File: config.mk
export PLATFORM = sky130hd
export DESIGN_NAME = systolic_feeder
export DESIGN_NICKNAME = d
export VERILOG_FILES = /design/src/rtl/systolic_pkg.sv /design/src/rtl/systolic_skew_row.sv /design/src/rtl/systolic_feeder.sv
export SDC_FILE = /design/constraint.sdc
export NUM_CORES = 2
export LEC_CHECK = 0
export CORE_ASPECT_RATIO = 2
export CORE_MARGIN = 1.5
export CORE_UTILIZATION = 25
export DETAILED_ROUTE_END_ITERATION = 8
export PLACE_DENSITY = 0.44
export SYNTH_ARGS = -nofsm -noshare
export SYNTH_HDL_FRONTEND = slang
export SYNTH_SLANG_ARGS = --single-unit
File: constraint.sdc
create_clock -name clk -period 5.5 [get_ports clk]
set_input_delay 1.1 -clock clk [delete_from_list [all_inputs] [get_ports clk]]
set_output_delay 1.1 -clock clk [all_outputs]
set_load 0.01 [all_outputs]
File: src/rtl/systolic_pkg.sv
// Shared types and constants for the systolic array front end.
package systolic_pkg;

    typedef enum logic [2:0] {
        ST_IDLE,
        ST_COLLECT,
        ST_LOAD,
        ST_STREAM,
        ST_DRAIN
    } feeder_state_t;

    // PE multiply-add pipeline depth; the extra stage is the PE output register.
    localparam int PE_MAC_DEPTH       = 3;
    localparam int PE_LATENCY_DEFAULT = PE_MAC_DEPTH + 1;

endpackage

File: src/rtl/systolic_skew_row.sv
// Fixed-depth delay line with synchronous clear; depth 0 degenerates to a wire.
module systolic_skew_row #(
    parameter int DEPTH = 1,
    parameter int WIDTH = 32
) (
    input  logic             clk,
    input  logic             clear,
    input  logic [WIDTH-1:0] din,
    output logic [WIDTH-1:0] dout
);

    generate
        if (DEPTH == 0) begin : g_wire
            assign dout = din;
        end else begin : g_line
            logic [WIDTH-1:0] line [DEPTH];

            always_ff @(posedge clk) begin
                if (clear) begin
                    for (int i = 0; i < DEPTH; i++) line[i] <= '0;
                end else begin
                    line[0] <= din;
                    for (int i = 1; i < DEPTH; i++) line[i] <= line[i-1];
                end
            end

            assign dout = line[DEPTH-1];
        end
    endgenerate

endmodule

File: src/rtl/systolic_feeder.sv
// Weight-load and skewed activation sequencer for the top/left edges of the PE array.
//
// state   | meaning
// IDLE    | waiting; weight beat has priority over activation
// COLLECT | buffering weight rows 1..ROWS-1
// LOAD    | ROWS cycles of ld_weight, bottom row first
// STREAM  | accepting activation vectors into the skew lines
// DRAIN   | flushing the skew lines with zeros, done on last cycle
module systolic_feeder
    import systolic_pkg::*;
#(
    parameter int DATA_SIZE  = 32,
    parameter int ROWS       = 4,
    parameter int COLS       = 4,
    parameter int PE_LATENCY = PE_LATENCY_DEFAULT
) (
    input  logic                      clk,
    input  logic                      reset,
    input  logic                      w_valid,
    output logic                      w_ready,
    input  logic [COLS*DATA_SIZE-1:0] w_data,
    input  logic                      a_valid,
    output logic                      a_ready,
    input  logic                      a_last,
    input  logic [ROWS*DATA_SIZE-1:0] a_data,
    output logic                      pe_enable,
    output logic                      ld_weight,
    output logic [COLS*DATA_SIZE-1:0] col_sum,
    output logic [ROWS*DATA_SIZE-1:0] row_data,
    output logic                      busy,
    output logic                      done
);

    localparam int DRAIN_RAW = (ROWS > 1) ? (ROWS - 1) * PE_LATENCY : 1;
    localparam int DRAIN_LEN = (DRAIN_RAW > 0) ? DRAIN_RAW : 1;
    localparam int CNT_MAX   = (ROWS > DRAIN_LEN) ? ROWS : DRAIN_LEN;
    localparam int CNT_W     = $clog2(CNT_MAX + 1);
    localparam int IDX_W     = (ROWS > 1) ? $clog2(ROWS) : 1;

    localparam logic [CNT_W-1:0] LOAD_LAST  = CNT_W'(ROWS - 1);
    localparam logic [CNT_W-1:0] DRAIN_LAST = CNT_W'(DRAIN_LEN - 1);
    localparam logic [IDX_W-1:0] IDX_LAST   = IDX_W'(ROWS - 1);

    feeder_state_t state, state_n;
    logic [CNT_W-1:0] cnt, cnt_n;
    logic [IDX_W-1:0] wr_idx, idx_n;
    logic [IDX_W-1:0] rd_idx;
    logic             weights_loaded;
    logic             load_done;
    logic             a_fire;
    logic [COLS*DATA_SIZE-1:0] wbuf [ROWS];

    always_comb begin
        state_n   = state;
        cnt_n     = cnt;
        idx_n     = wr_idx;
        load_done = 1'b0;
        w_ready   = 1'b0;
        a_ready   = 1'b0;
        case (state)
            ST_IDLE, ST_COLLECT: begin
                w_ready = 1'b1;
                if (state == ST_IDLE) a_ready = weights_loaded && !w_valid;
                if (w_valid) begin
                    if (wr_idx == IDX_LAST) begin
                        state_n = ST_LOAD;
                        cnt_n   = LOAD_LAST;
                        idx_n   = '0;
                    end else begin
                        state_n = ST_COLLECT;
                        idx_n   = wr_idx + 1'b1;
                    end
                end else if (a_valid && a_ready) begin
                    state_n = a_last ? ST_DRAIN : ST_STREAM;
                    cnt_n   = DRAIN_LAST;
                end
            end
            ST_LOAD: begin
                if (cnt == '0) begin
                    state_n   = ST_IDLE;
                    load_done = 1'b1;
                end else begin
                    cnt_n = cnt - 1'b1;
                end
            end
            ST_STREAM: begin
                a_ready = 1'b1;
                if (a_valid && a_last) begin
                    state_n = ST_DRAIN;
                    cnt_n   = DRAIN_LAST;
                end
            end
            ST_DRAIN: begin
                if (cnt == '0) state_n = ST_IDLE;
                else           cnt_n   = cnt - 1'b1;
            end
            default: state_n = ST_IDLE;
        endcase
        // Handshakes stay low while reset is held, whatever the state.
        if (reset) begin
            w_ready = 1'b0;
            a_ready = 1'b0;
        end
    end

    assign a_fire = a_valid && a_ready;
    assign rd_idx = cnt_n[IDX_W-1:0];

    // Registered outputs follow the next state so they line up with the state they describe.
    always_ff @(posedge clk) begin
        if (reset) begin
            state          <= ST_IDLE;
            cnt            <= '0;
            wr_idx         <= '0;
            weights_loaded <= 1'b0;
            pe_enable      <= 1'b0;
            ld_weight      <= 1'b0;
            col_sum        <= '0;
            busy           <= 1'b0;
            done           <= 1'b0;
            for (int i = 0; i < ROWS; i++) wbuf[i] <= '0;
        end else begin
            state  <= state_n;
            cnt    <= cnt_n;
            wr_idx <= idx_n;
            if (w_ready && w_valid) wbuf[wr_idx] <= w_data;
            if (load_done) weights_loaded <= 1'b1;
            pe_enable <= (state_n == ST_LOAD) || (state_n == ST_STREAM) || (state_n == ST_DRAIN);
            ld_weight <= (state_n == ST_LOAD);
            // On LOAD entry the top slot is still being written, so take it straight from w_data.
            if (state_n == ST_LOAD) col_sum <= (state == ST_LOAD) ? wbuf[rd_idx] : w_data;
            else                    col_sum <= '0;
            busy <= (state_n != ST_IDLE);
            done <= (state_n == ST_DRAIN) && (cnt_n == '0);
        end
    end

    // Each row's line includes the output register, hence the +1.
    for (genvar r = 0; r < ROWS; r++) begin : g_row
        logic [DATA_SIZE-1:0] lane_in;
        assign lane_in = a_fire ? a_data[r*DATA_SIZE +: DATA_SIZE] : '0;
        systolic_skew_row #(
            .DEPTH(r * PE_LATENCY + 1),
            .WIDTH(DATA_SIZE)
        ) u_skew (
            .clk  (clk),
            .clear(reset),
            .din  (lane_in),
            .dout (row_data[r*DATA_SIZE +: DATA_SIZE])
        );
    end

endmodule

Word-level counts from Yosys, hierarchy flattened
Memories as Yosys holds them, arrays and structs flattened. A register that Yosys moved wholly into a read port is not among the register bits.
Index checks and enable logic that the tools add are counted.

word-level totals
  register bits after elaboration = 14
  RAM bits = 1408
  input port bits = 261
  memories kept = 5

cells by class
  equal/unequal tests = 8
  $add $sub $neg = 2
  bitwise logic cells = 28
  mux-type cells = 64
  reductions and logical operators = 19

memory list
  name                         words  width  rd ports  clocked after Yosys merged registers in  wr ports  line                     source
  wbuf                         4      128    1         1                                        4         systolic_feeder.sv:51    logic [COLS*DATA_SIZE-1:0] wbuf [ROWS];
  g_row[3].u_skew.g_line.line  13     32     13        0                                        13        systolic_skew_row.sv:16  logic [WIDTH-1:0] line [DEPTH];
  g_row[2].u_skew.g_line.line  9      32     9         0                                        9         systolic_skew_row.sv:16
  g_row[1].u_skew.g_line.line  5      32     5         0                                        5         systolic_skew_row.sv:16
  g_row[0].u_skew.g_line.line  1      32     1         0                                        1         systolic_skew_row.sv:16

operators with widths
  operator                                          count
  two-way mux 32 bit                                32
  two-way mux 128 bit                               1
  OR reduction 128 bit                              1
  OR reduction 32 bit                               1
  OR 1 bit                                          27
  two-way mux 4 bit                                 5
  two-way mux 1 bit                                 15
  two-way mux 3 bit                                 5
  == test 3 x 2 -> 1 bit, second input constant     4
  case mux 4 bit (3 select lines)                   1
  case mux 3 bit (3 select lines)                   1
  logical NOT 4 bit                                 2
  == test 3 bit, second input constant              2
  logical AND 1 bit                                 6
  two-way mux 2 bit                                 3
  OR reduction 2 bit                                3
  subtractor 4 x 1 -> 4 bit, second input constant  1
  == test 3 x 1 -> 1 bit, second input constant     1
  logical NOT 3 bit                                 1
  nonzero test 3 bit                                1
  adder 2 x 1 -> 2 bit, second input constant       1
  == test 2 bit, second input constant              1
  logical OR 1 bit                                  2
  case mux 1 bit (2 select lines)                   1
  other kinds (3)                                   3

Longest topological paths before layout
  word-level depth = 11
  depth in mapped cells = 13

By module
Synthesis repeated with hierarchy kept, for this count alone.

second synthesis, totals
  cell total of the unflattened synthesis = 4717
  area, all modules = 54237.0 sq um

modules (own cells, without submodules)
  module                               area an instance (sq um)  cells each  instances
  systolic_feeder                      29550.8                   2763        1
  systolic_skew_row (g_row[3].u_skew)  11149.4                   878         1
  systolic_skew_row (g_row[2].u_skew)  8126.5                    640         1
  systolic_skew_row (g_row[1].u_skew)  4546.9                    369         1
  systolic_skew_row (g_row[0].u_skew)  863.3                     67          1

Worst setup path after synthesis
Ideal clock, no wire load.

  kind = input-to-reg
  start point = input port reset
  end point = memory wbuf[3][0] in the netlist's numbering (enable)
  data arrival time = 3.954 ns
  setup slack = 1.105 ns
  stages on the path = 5
  data required time = 5.059 ns
  cells stage by stage = clkbuf_1 -> clkbuf_1 -> clkbuf_1 -> clkbuf_1 -> a31o_2

RTL lines
  element          line                   source
  start, declared  systolic_feeder.sv:18  input logic reset,
  end, declared    systolic_feeder.sv:51

Worst setup path in the final report
  start point = input port w_valid
  end point = output port a_ready

between the ends
  longest elaborated chain between the ends = 6

RTL lines
  element                          line                    source
  start, declared                  systolic_feeder.sv:19   input logic w_valid,
  logical NOT 1 bit                systolic_feeder.sv:63   if (state == ST_IDLE) a_ready = weights_loaded && !w_valid;
  logical AND 1 bit                systolic_feeder.sv:63
  two-way mux 1 bit                systolic_feeder.sv:63
  two-way mux 1 bit                systolic_feeder.sv:60   case (state)
  case mux 1 bit (2 select lines)  systolic_feeder.sv:60
  two-way mux 1 bit                systolic_feeder.sv:100  if (reset) begin
  end, declared                    systolic_feeder.sv:23   output logic a_ready,

No other way between the ends. The select of a mux whose other input is x is not followed.

==> metrics.md <==
| Metric | Value |
|---|---|
| P_int | `19100 uW` |
| TritonCTS buffer count | `157` |
| Relative area change from synthesis to final layout | `23.2%` |
| Final Slew Violations | `0` |
| Half-perimeter wire length after detailed placement | `85400 um` |
| Fmax | `223 MHz` |
| Core region area | `220000 sq um` |
| Mean area per synthesized cell | `11.8 sq um` |
| Cells after Synth | `4700` |
| Overflow left after global routing | `0` |
| Standard-cell rows | `244` |
| Hold_buf cts | `0` |
| Reg clk slew, reported paths | `60 ps` |
| Number of clock sinks | `1550` |
| Highest fanout seen on the critical path | `6` |
| Least-Margin Pin Slew | `1000 ps` |
| Final Worst Setup Slack | `1010 ps` |
| Pwr/cell area | `364 nW/um^2` |
| Relative contribution of sequential cells to total power | `49.0%` |
| Main synth FF type | `sky130_fd_sc_hd__dfxtp_1` |
| Synthesized Nets | `4963` |
| Async set-reset flop share out of synthesis | `0%` |
| Total standard cell area after synthesis | `55400 sq um` |
| Max IR drop VDD | `0.000393 V` |
| Max Clock Skew | `71.8 ps` |
| Total Routed Length | `154000 um` |
| Worst reg2reg path depth | `10` |
| Starting density of the core | `25.1%` |
| Cell leakage power | `0.0253 uW` |
| First-pass GRT wire length | `229000 um` |
| Leading cell types in the layout, fill and taps excluded | `1038 x sky130_fd_sc_hd__dfxtp_1, 769 x sky130_fd_sc_hd__nor2b_1, 520 x sky130_fd_sc_hd__clkdlybuf4s50_1, 513 x sky130_fd_sc_hd__a211oi_1` |
| Worst slew slack as a fraction of its limit | `33.1%` |
| Minimum clock period | `4490 ps` |
| Crit-path most repeated cell | `sky130_fd_sc_hd__clkdlybuf4s50_1` |
| Post-CTS Setup Repair Bufs | `0` |
| Max incr delay on CP | `810 ps` |
| CTS Root Buffer Type | `sky130_fd_sc_hd__clkbuf_16` |
| Hold Startpoint | `g_row[2].u_skew.g_line.line[0][221]` |
| Share of cells above drive strength 1 | `6.50%` |
| Comb power frac | `7.4%` |
| Flops & latches, synth | `1550` |
| Routed length per instance | `19.2 um` |
| Final critical-path share of the clock period | `81.6%` |
| Total net switching power | `5780 uW` |
| Routability Congestion | `0.749` |
| Status | `finished clean` |
| Slack of the worst reg-to-reg path | `1670 ps` |
| Clock power share | `43.5%` |
| Count of max-cap constraint violations | `0` |
| Setup tns final | `0 ps` |
| Sw frac | `23.3%` |
| Level count of the clock H-tree | `4` |
| Final setup violation count | `0` |
| Worst r2r dst | `col_sum[64]` |
| Hold endpoint | `g_row[2].u_skew.g_line.line[0][253]` |
| Total vias in the final route | `34100` |
| Chip Height | `669 um` |
| Kind of launch point of the worst setup path | `input pin` |
| Pin count of the biggest net entering global routing | `215` |
| HP Class | `flip-flop to flip-flop` |
| DRC Markers | `0` |
| Number of synthesized flops with an enable pin | `512` |
| Resized Gates After CTS | `0` |
| Via count normalized by instance count | `4.23` |
| 1st-pass router iterations | `7` |
| WS Path Type | `input pin to output port` |
| Worst path required time | `4400 ps` |
| Maximum buffer depth of the clock tree | `4` |
| Worst setup slack before clock tree synthesis | `884 ps` |
| Hold Violations, Final | `0` |
| Count of input and output buffers | `522` |
| Part of the Yosys area used for sequential elements | `65.2%` |
| Overall global routing resource usage | `13.4%` |
| Via count of the first global-routing pass | `34600` |
| YS warnings | `0` |
| Initial antenna violation count | `40` |
| Worst skew pair latency | `800 ps` |
| Number of library cell types mapped by synthesis | `45` |
| Worst R2R Start | `cnt[0]` |
| TritonCTS clock tree | `yes` |
| Arrival time of data at the critical path endpoint | `3390 ps` |
| Number of ports placed on the die boundary | `523` |
| Worst setup EP type | `output port` |
| Cells along the critical path | `clkdlybuf4s50_1, or4b_4, a211oi_4, clkdlybuf4s50_1` |
| Area enclosed by the die boundary | `225000 sq um` |
| Number of design-rule violations left by the first detailed-router iteration | `2066` |
| Net total in the final layout | `5224` |
| Cell at the slowest stage of the critical path | `sky130_fd_sc_hd__clkdlybuf4s50_1` |
| Width of the die | `336 um` |
| Cell count of the worst hold path | `1` |
| Post-route ant nets | `0` |
| Most frequent standard cell in the layout excluding fill and tap cells | `sky130_fd_sc_hd__dfxtp_1` |
| RSZ-0062 raised after global routing | `false` |
[cells in the mapped netlist, types with 17 or more instances]
master | number | share of area, %
sky130_fd_sc_hd__a21boi_1 | 128 | 1.7
sky130_fd_sc_hd__edfxtp_1 | 512 | 28
sky130_fd_sc_hd__inv_1 | 262 | 1.8
sky130_fd_sc_hd__clkbuf_1 | 351 | 2.4
sky130_fd_sc_hd__and3_1 | 130 | 1.5
sky130_fd_sc_hd__buf_4 | 100 | 1.4
sky130_fd_sc_hd__buf_1 | 18 | 0.12
sky130_fd_sc_hd__nor2b_1 | 769 | 8.7
sky130_fd_sc_hd__nand3_1 | 132 | 1.2
sky130_fd_sc_hd__and2_1 | 512 | 5.8
sky130_fd_sc_hd__nor2_1 | 17 | 0.12
sky130_fd_sc_hd__a211oi_1 | 514 | 7.0
sky130_fd_sc_hd__a211o_1 | 128 | 2.0
sky130_fd_sc_hd__dfxtp_1 | 1038 | 38
[kinds of logic after synthesis]
| logic type | count (synthesis) | share of synthesized area, % |
|---|---|---|
| buffers and inverters | 749 | 5.94 |
| and+or+nand+nor | 1593 | 17.6 |
| AOI/OAI and AO/OA | 804 | 11.1 |
| adders and majority gates | 2 | 0.0452 |
| DFF | 1550 | 65.2 |
| xor gates and xnor gates | 2 | 0.0316 |
[power groups by stage]
stage / Clock [uW] / Sequential (uW) / Combinational, uW
after global placement: 0 / 12400 / 1870
after detailed placement: 0 / 12400 / 1890
after global routing: 11700 / 12200 / 2010
final: 10800 / 12200 / 1850
after floorplan: 0 / 12400 / 1080
after CTS: 11300 / 12200 / 1890
[sequential cells by signal (all words and copies together) (netlist names), 2 cells and up]
signal                    cells
wr_idx                        2
wbuf                        512
cnt                           4
g_row.u_skew.g_line.line    896
col_sum                     128
state                         3
[per-layer routing]
metal | GRT usage [%] | vias up | part of all wire, %
li1 | - | 16400 | -
met1 | 15.7 | 16300 | 41
met2 | 22.4 | 1026 | 47
met3 | 4.93 | 286 | 9.0
met4 | 4.59 | 30 | 2.9
met5 | 0 | - | 0.12
[worst max path at each step]
| stage | startpoint | slack [ps] | endpoint |
|---|---|---|---|
| finish | w_valid | 1010 | a_ready |
| global route | w_valid | 970 | a_ready |
| CTS | w_valid | 970 | a_ready |
| detailed placement | w_valid | 880 | col_sum[70] |
| global placement | w_valid | 920 | col_sum[109] |
| floorplan | reset | 1110 | wbuf[3][0] |
[cell type report]
| cell class | count | area [sq um] |
|---|---|---|
| fill | 22400 | 152000 |
| sequential | 1550 | 36200 |
| multi-input combinational | 2401 | 16100 |
| timing repair buffer | 589 | 6190 |
| clock buffer | 218 | 4440 |
| tap | 2952 | 3690 |
| inverter | 262 | 983 |
| clock inverter | 54 | 666 |
| antenna | 26 | 65.1 |
[through the flow]
stage	power (uW)	instance area, sq um	cells	util (%)	hold slack (ps)
detailed placement	14300	63100	7754	28.6	420
CTS	25400	68200	8026	30.9	410
finish	24900	68300	8052	31.0	407
floorplan	13500	55400	4700	-	414
global placement	14300	63100	7754	28.6	416
global route	25900	68200	8028	30.9	428
[critical path: cells and delay by family]
family                 cells  cell delay, ps
AND/OR/NAND/NOR            1             610
AO/OA/AOI/OAI              1             330
buffers and inverters      2            1330
No activity file was read; power rests on OpenSTA's default activity.
